--- src/rtl/alu_cmd_sequencer.sv ---
// rtl/alu_cmd_sequencer.sv - command front-end for the 4-bit ALU
// Registers one command onto the ALU inputs, captures the result and holds it for a downstream handshake.
module alu_cmd_sequencer #(
  parameter int DATA_W = 4,
  parameter int OP_W   = 4,
  parameter int RES_W  = DATA_W + 1
) (
  input  logic              clk,
  input  logic              rst_n,
  input  logic              cmd_valid,
  output logic              cmd_ready,
  input  logic [OP_W-1:0]   cmd_sel,
  input  logic [DATA_W-1:0] cmd_a,
  input  logic [DATA_W-1:0] cmd_b,
  input  logic              cmd_use_acc,
  input  logic              acc_clr,
  output logic [DATA_W-1:0] alu_a,
  output logic [DATA_W-1:0] alu_b,
  output logic [OP_W-1:0]   alu_sel,
  input  logic [RES_W-1:0]  alu_y,
  output logic              res_valid,
  input  logic              res_ready,
  output logic [RES_W-1:0]  res_data,
  output logic [OP_W-1:0]   res_sel,
  output logic [DATA_W-1:0] acc,
  output logic              busy
);

  typedef enum logic [1:0] {
    IDLE = 2'd0,
    EXEC = 2'd1,
    DONE = 2'd2
  } state_t;

  state_t            state_q, state_d;
  logic [DATA_W-1:0] alu_a_q, alu_a_d;
  logic [DATA_W-1:0] alu_b_q, alu_b_d;
  logic [OP_W-1:0]   alu_sel_q, alu_sel_d;
  logic [RES_W-1:0]  res_data_q, res_data_d;
  logic [OP_W-1:0]   res_sel_q, res_sel_d;
  logic [DATA_W-1:0] acc_q, acc_d;
  logic [DATA_W-1:0] acc_src;

  // A clear arriving with the command is forwarded so operand a sees zero.
  assign acc_src = acc_clr ? '0 : acc_q;

  always_comb begin
    state_d    = state_q;
    alu_a_d    = alu_a_q;
    alu_b_d    = alu_b_q;
    alu_sel_d  = alu_sel_q;
    res_data_d = res_data_q;
    res_sel_d  = res_sel_q;
    acc_d      = acc_q;

    case (state_q)
      IDLE: begin
        if (cmd_valid) begin
          alu_sel_d = cmd_sel;
          alu_b_d   = cmd_b;
          alu_a_d   = cmd_use_acc ? acc_src : cmd_a;
          state_d   = EXEC;
        end
      end
      EXEC: begin
        res_data_d = alu_y;
        res_sel_d  = alu_sel_q;
        acc_d      = alu_y[DATA_W-1:0];
        state_d    = DONE;
      end
      DONE: begin
        if (res_ready) begin
          state_d = IDLE;
        end
      end
      default: state_d = IDLE;
    endcase

    // Clear wins over the EXEC capture in every state.
    if (acc_clr) begin
      acc_d = '0;
    end
  end

  always_ff @(posedge clk or negedge rst_n) begin
    if (!rst_n) begin
      state_q    <= IDLE;
      alu_a_q    <= '0;
      alu_b_q    <= '0;
      alu_sel_q  <= '0;
      res_data_q <= '0;
      res_sel_q  <= '0;
      acc_q      <= '0;
    end else begin
      state_q    <= state_d;
      alu_a_q    <= alu_a_d;
      alu_b_q    <= alu_b_d;
      alu_sel_q  <= alu_sel_d;
      res_data_q <= res_data_d;
      res_sel_q  <= res_sel_d;
      acc_q      <= acc_d;
    end
  end

  assign cmd_ready = (state_q == IDLE);
  assign res_valid = (state_q == DONE);
  assign busy      = (state_q != IDLE);
  assign alu_a     = alu_a_q;
  assign alu_b     = alu_b_q;
  assign alu_sel   = alu_sel_q;
  assign res_data  = res_data_q;
  assign res_sel   = res_sel_q;
  assign acc       = acc_q;

endmodule

--- config.mk ---
export PLATFORM = sky130hd
export DESIGN_NAME = alu_cmd_sequencer
export DESIGN_NICKNAME = d
export VERILOG_FILES = /design/src/rtl/alu_cmd_sequencer.sv
export SDC_FILE = /design/constraint.sdc
export NUM_CORES = 1
export LEC_CHECK = 0
export ABC_CLOCK_PERIOD_IN_PS = 2100
export CAP_MARGIN = 10
export CORE_MARGIN = 4
export CORE_UTILIZATION = 33
export DETAILED_ROUTE_END_ITERATION = 12
export PLACE_DENSITY = 0.67
export SKIP_CTS_REPAIR_TIMING = 1
export SYNTH_ARGS = -nofsm -noshare
export SYNTH_HDL_FRONTEND = slang
export SYNTH_SLANG_ARGS = --single-unit
--- constraint.sdc ---
create_clock -name clk -period 2.1 [get_ports clk]
set_clock_uncertainty 0.15 [all_clocks]
set_input_delay 0.21 -clock clk [delete_from_list [all_inputs] [get_ports clk]]
set_output_delay 0.21 -clock clk [all_outputs]
set_load 0.005 [all_outputs]
==> results of run 1 <==
[power by group]
group / switching [W] / total, W / internal (W)
Sequential: 0.000168 / 0.000918 / 0.000750
Clock: 0.000161 / 0.000234 / 0.0000730
Combinational: 0.000355 / 0.000990 / 0.000635
Total: 0.000685 / 0.00214 / 0.00146
[metal layers]
metal	wire, um	up-vias	share of wire	track usage
li1	-	425	-	-
met3	191	4	0.071	0.04853
met4	26	0	0.0097	0.04663
met5	0	-	0	0
met1	1037	433	0.39	0.1402
met2	1434	24	0.53	0.2427
[per-stage QoR]
step | instances | worst slack [ns] | power [W] | hold slack (ns)
6_report | 195 | 0.1239 | 0.002142 | 0.06562
2_1_floorplan | 98 | 0.5890 | 0.001288 | -0.2356
3_5_place_dp | 191 | 0.2918 | 0.001933 | 0.3159
5_1_grt | 195 | 0.08101 | 0.002292 | 0.08714
3_3_place_gp | 191 | 0.3152 | 0.001898 | 0.3110
4_1_cts | 195 | 0.1222 | 0.002176 | 0.06846
[critical path: cells and delay by family (launching register included)]
kind,cells,cell delay [ns]
buf+inv,2,0.55
simple gates,1,0.26
flops,1,0.48
[worst max-delay path by stage]
stage | to | start | slack, ns | cells after the start
floorplan | alu_b[3] | state_q[1] | 0.59 | 3
CTS | res_valid | state_q[1] | 0.12 | 3
global placement | alu_sel[3] | cmd_valid | 0.32 | 3
detailed placement | alu_sel[3] | cmd_valid | 0.29 | 3
global route | res_valid | state_q[1] | 0.08 | 3
finish | res_valid | state_q[1] | 0.12 | 3
[Yosys cell counts]
master	instances	area, um2
nand2_1	31	116.4
mux2_4	1	15.01
dfrtp_1	27	675.7
a21oi_1	10	50.05
a31oi_1	1	6.260
nor2_1	5	18.77
buf_2	2	10.01
mux2_2	7	78.83
o21ai_0	1	5.000
nand3b_1	1	7.510
nor2b_1	4	25.02
or2b_1	1	7.510
nor3b_4	1	18.77
and2b_2	1	8.760
buf_6	1	11.26
inv_1	2	7.510
nand2b_1	2	12.51
[state kept, by name (all words and copies together) (netlist names)]
name,cells
state_q,2
alu_a,4
acc,4
res_data,5
alu_sel,4
alu_b,4
res_sel,4
[logic make-up (layout without fill, tap and decap cells)]
logic type,after synthesis,after routing,share of synthesized area
AO/OA/AOI/OAI,12,12,0.05704
AND/OR/NAND/NOR,46,46,0.2002
flip-flops,27,27,0.6286
multiplexers,8,8,0.08731
buffers and inverters,5,58,0.02678
[final cells by class]
class / count / area (um2)
clock buffers: 3 / 22.52
clock inverters: 1 / 7.507
fillers: 285 / 1424
inverters: 2 / 7.507
multi-input cells: 66 / 370.4
flip-flops and latches: 27 / 675.6
well taps: 44 / 55.05
repair buffers: 52 / 515.5
==> results.toml, run 1 <==
[placement]
port_buffers = 50
gp_congestion = 0.7570
dpl_cell_area_um2 = 1624
dpl.hpwl_um = 2089

[detailed_routing]
vias_per_cell = 4.544
vias = 886
dr.pass1.iters = 2
dr.first_iter.drc_count = 9
drc = 0
wl_per_cell_um = 13.79
wl_um = 2690
detail-route-antenna-nets = 0

[clocking]
clockBufferDepth = 2
cts_sinks = 27
clk_latency_ns = 0.33
cts-buffers-inserted = 3
htree_levels = 1
clk_pin_slew_ns = 0.16
cts_root_buf = "clkbuf_4"
cts_tree = "done"

[layout]
drive_above_1_share = 0.1060
layout_common_cells = "clkdlybuf4s50_1, nand2_1, dfrtp_1"
postLayoutCellArea_um2 = 1654
area_growth_pct = 53.90
fin_nets = 175
finish.utilization = 0.5374
antenna_cells = 0
final_common_cell = "clkdlybuf4s50_1"

[setup_path]
cp.arrival_ns = 1.62
reg2regPathDepth = 2
end_kind = "output pin"
reg2reg_from = "state_q[1]"
critical_path_class = "reg2out"
reg2reg_slack_ns = 0.49
cp_max_fo = 5
reg2reg_to = "alu_sel[2]"
cp.required_ns = 1.74
crit_chain = "or2b_1 -> inv_1 -> clkdlybuf4s50_1"
crit_slowest_cell = "clkdlybuf4s50_1"
cpPeakStageDelay_ns = 0.49
critPathLaunchType = "flip-flop"

[die]
die_y_um = 65.07
fp.coreArea_um2 = 3078
die_w_um = 65.07
start_util = 0.3492
die-area_um2 = 4234
rows = 20
io-pin-count = 51

[logic_synthesis]
syn_inst = 98
yosysSeqAreaShare = 0.6286
ys_ff_latch = 27
synth_warnings = 0
syn-cell-area_um2 = 1075
syn_nets = 121
synth_cell_types = 17
syn_avg_cell_area_um2 = 10.97

[global_route]
grt-ovfl-total = 0
grt_first_pass_wirelength_um = 4298
antenna_found_initial = 0
grt_pass1_vias = 968
grt_usage = 0.1333
grt_max_degree = 28

[sta]
hold_viol = 0
tightest_slew_ns = 0.5307
setup_viol = 0
period_share = 0.9410
min_period_ns = 1.976
relSlewSlack = 0.6462
setup_tns_ns = 0
slew_viol_final = 0
rsz0062_at_grt = "false"
fmax_mhz = 506.0

[run_status]
status = "finished, final reports clean"

[pwr]
p_leak_nw = 0.7278
p_per_area_nw_per_um2 = 1295
ir_worst_vdd_mv = 0.5582

[min_path]
hold_path.class = "in2async"

[flow_run]
maxCapViolCount = 0
Power figures use the tool's default switching activity.
==> inputs of run 2 (changes only) <==
SKIP_CTS_REPAIR_TIMING = default   (was 1)
==> results of run 2 <==
No change in the layout: final DEF, timing and power equal those of run 1.
==> inputs of run 3 (changes only) <==
ABC_CLOCK_PERIOD_IN_PS = 1800   (was 2100)
CORE_UTILIZATION = 36   (was 33)
PLACE_DENSITY = 0.75   (was 0.67)
clock period = 1.8 ns   (was 2.1 ns; I/O delays follow)
==> run 3 against run 2 <==
Effect of this change: global-route usage rose by 0.87 points; non-clock buffer count rose by 5; core utilization rose by 6.1 points; critical path depth rose by 1; combinational power rose by 23%; clock-buffer cell count did not move.
==> results.toml, run 3 (synthesis gave the netlist of run 1 again) <==
[detailed_routing]
detail-route-antenna-nets = 0
wl_per_cell_um = 14.46
vias_per_cell = 4.786
dr.first_iter.drc_count = 12
drc = 0
dr.pass1.iters = 4
vias = 895
wl_um = 2704

[clocking]
clk_pin_slew_ns = 0.15
clockBufferDepth = 2
postCtsHoldBufs = 0
clk_latency_ns = 0.32
cts_tree = "done"
cts_sinks = 27
htree_levels = 1
cts-buffers-inserted = 3
cts_root_buf = "clkbuf_4"

[setup_path]
reg2reg_from = "state_q[0]"
cp_top_family = "flip-flops"
critical_path_class = "reg2out"
cpPeakStageDelay_ns = 0.45
cp.required_ns = 1.47
end_kind = "output pin"
path_buf_inv = 3
critPathLaunchType = "flip-flop"
crit_slowest_cell = "dfrtp_1"
crit_chain = "buf_4 -> or2b_1 -> inv_1 -> clkdlybuf4s15_1"
cp_max_fo = 5
startpoint = "state_q[0]"
cp.arrival_ns = 1.39

[flow_run]
maxCapViolCount = 0

[die]
die_y_um = 62.64
io-pin-count = 51
start_util = 0.3831
rows = 19
die_w_um = 62.64
die-area_um2 = 3924
fp.coreArea_um2 = 2805

[sta]
slew_viol_final = 0
hold_viol = 0
relSlewSlack = 0.6391
min_period_ns = 1.721
setup_tns_ns = 0
fmax_mhz = 581.2
period_share = 0.9559
setup_viol = 0
tightest_slew_ns = 0.5414
rsz0062_at_grt = "false"

[global_route]
grt_pass1_vias = 952
grt_first_pass_wirelength_um = 4498
grt_max_degree = 28
grt_usage = 0.1419
antenna_found_initial = 0
grt-ovfl-total = 0

[min_path]
hold_path.class = "in2async"

[placement]
dpl.hpwl_um = 1992
gp_congestion = 0.7314
port_buffers = 50

[pwr]
power_w = 0.002531
p_per_area_nw_per_um2 = 1509
p_leak_nw = 0.7669
ir_worst_vdd_mv = 0.8131

[layout]
multi_input_area_um2 = 372.9
antenna_cells = 0
regArea_um2 = 675.6
fin_nets = 180
final_common_cell = "clkdlybuf4s50_1"
largest_register_ffs = 5
layout_common_cells = "clkdlybuf4s50_1, nand2_1, dfrtp_1"
fillers = 247
area_growth_pct = 56.11
drive_above_1_share = 0.1410

[run_status]
status = "finished, final reports clean"
-- run 3: cell count changes in the layout (fill, tap and decap cells not counted) --
cell             delta
clkdlybuf4s50_1     -2
nor2_1              -1
clkdlybuf4s15_1     +1
clkinv_2            +1
dlymetal6s2s_1      +1
clkinvlp_4          -1
nor2_2              +1
buf_4               +5
-- run 3: layer usage --
metal	GRT usage	wire, um	vias up
li1	-	-	434
met1	0.1684	1253	424
met2	0.2423	1255	37
met3	0.04856	194	0
met4	0.04132	0	0
met5	0	0	-
-- run 3: final timing paths --
kind / end / slack, ns / cells after the start
hold reg to reg: res_data[2] / 0.34 / 2
setup / recovery: res_valid / 0.08 / 4
setup reg to reg: alu_b[2] / 0.08 / 5
max in group asynchronous: res_data[3] / 1.17 / 2
hold / removal: alu_sel[1] / 0.07 / 2
min in group clk: res_data[4] / 0.22 / 3
-- run 3: stage by stage --
step / util / hold slack [ns] / cells / setup WS, ns / cell area, um2
3_3_place_gp: 0.5758 / 0.3093 / 179 / 0.1856 / 1615
5_1_grt: 0.5981 / 0.06396 / 187 / 0.0003527 / 1678
6_report: 0.5981 / 0.06653 / 187 / 0.07938 / 1678
4_1_cts: 0.5905 / 0.06683 / 185 / 0.01603 / 1657
3_5_place_dp: 0.5758 / 0.3170 / 179 / 0.1376 / 1615
2_1_floorplan: - / -0.2656 / 98 / 0.2890 / 1075
-- run 3: area by class of cell --
type	count	area share
Multi-Input combinational cell	66	0.2222
Clock buffer	3	0.01342
Sequential cell	27	0.4027
Clock inverter	1	0.002983
Tap cell	31	0.02312
Timing Repair Buffer	57	0.3311
Inverter	2	0.004474
-- run 3: power by group --
group	switching, W	internal, W	leakage (nW)
sequential	0.000182	0.000875	0.331
clock	0.000172	0.0000832	0.0177
combinational	0.000438	0.000781	0.418
-- run 3: what timing repair did --
action | in CTS | in global routing
endpoints found under the setup margin | 2 | 2
gates resized for setup | 1 | 3
cloned | 0 | 0
setup buffers | 2 | 2
pin swaps | 0 | 1
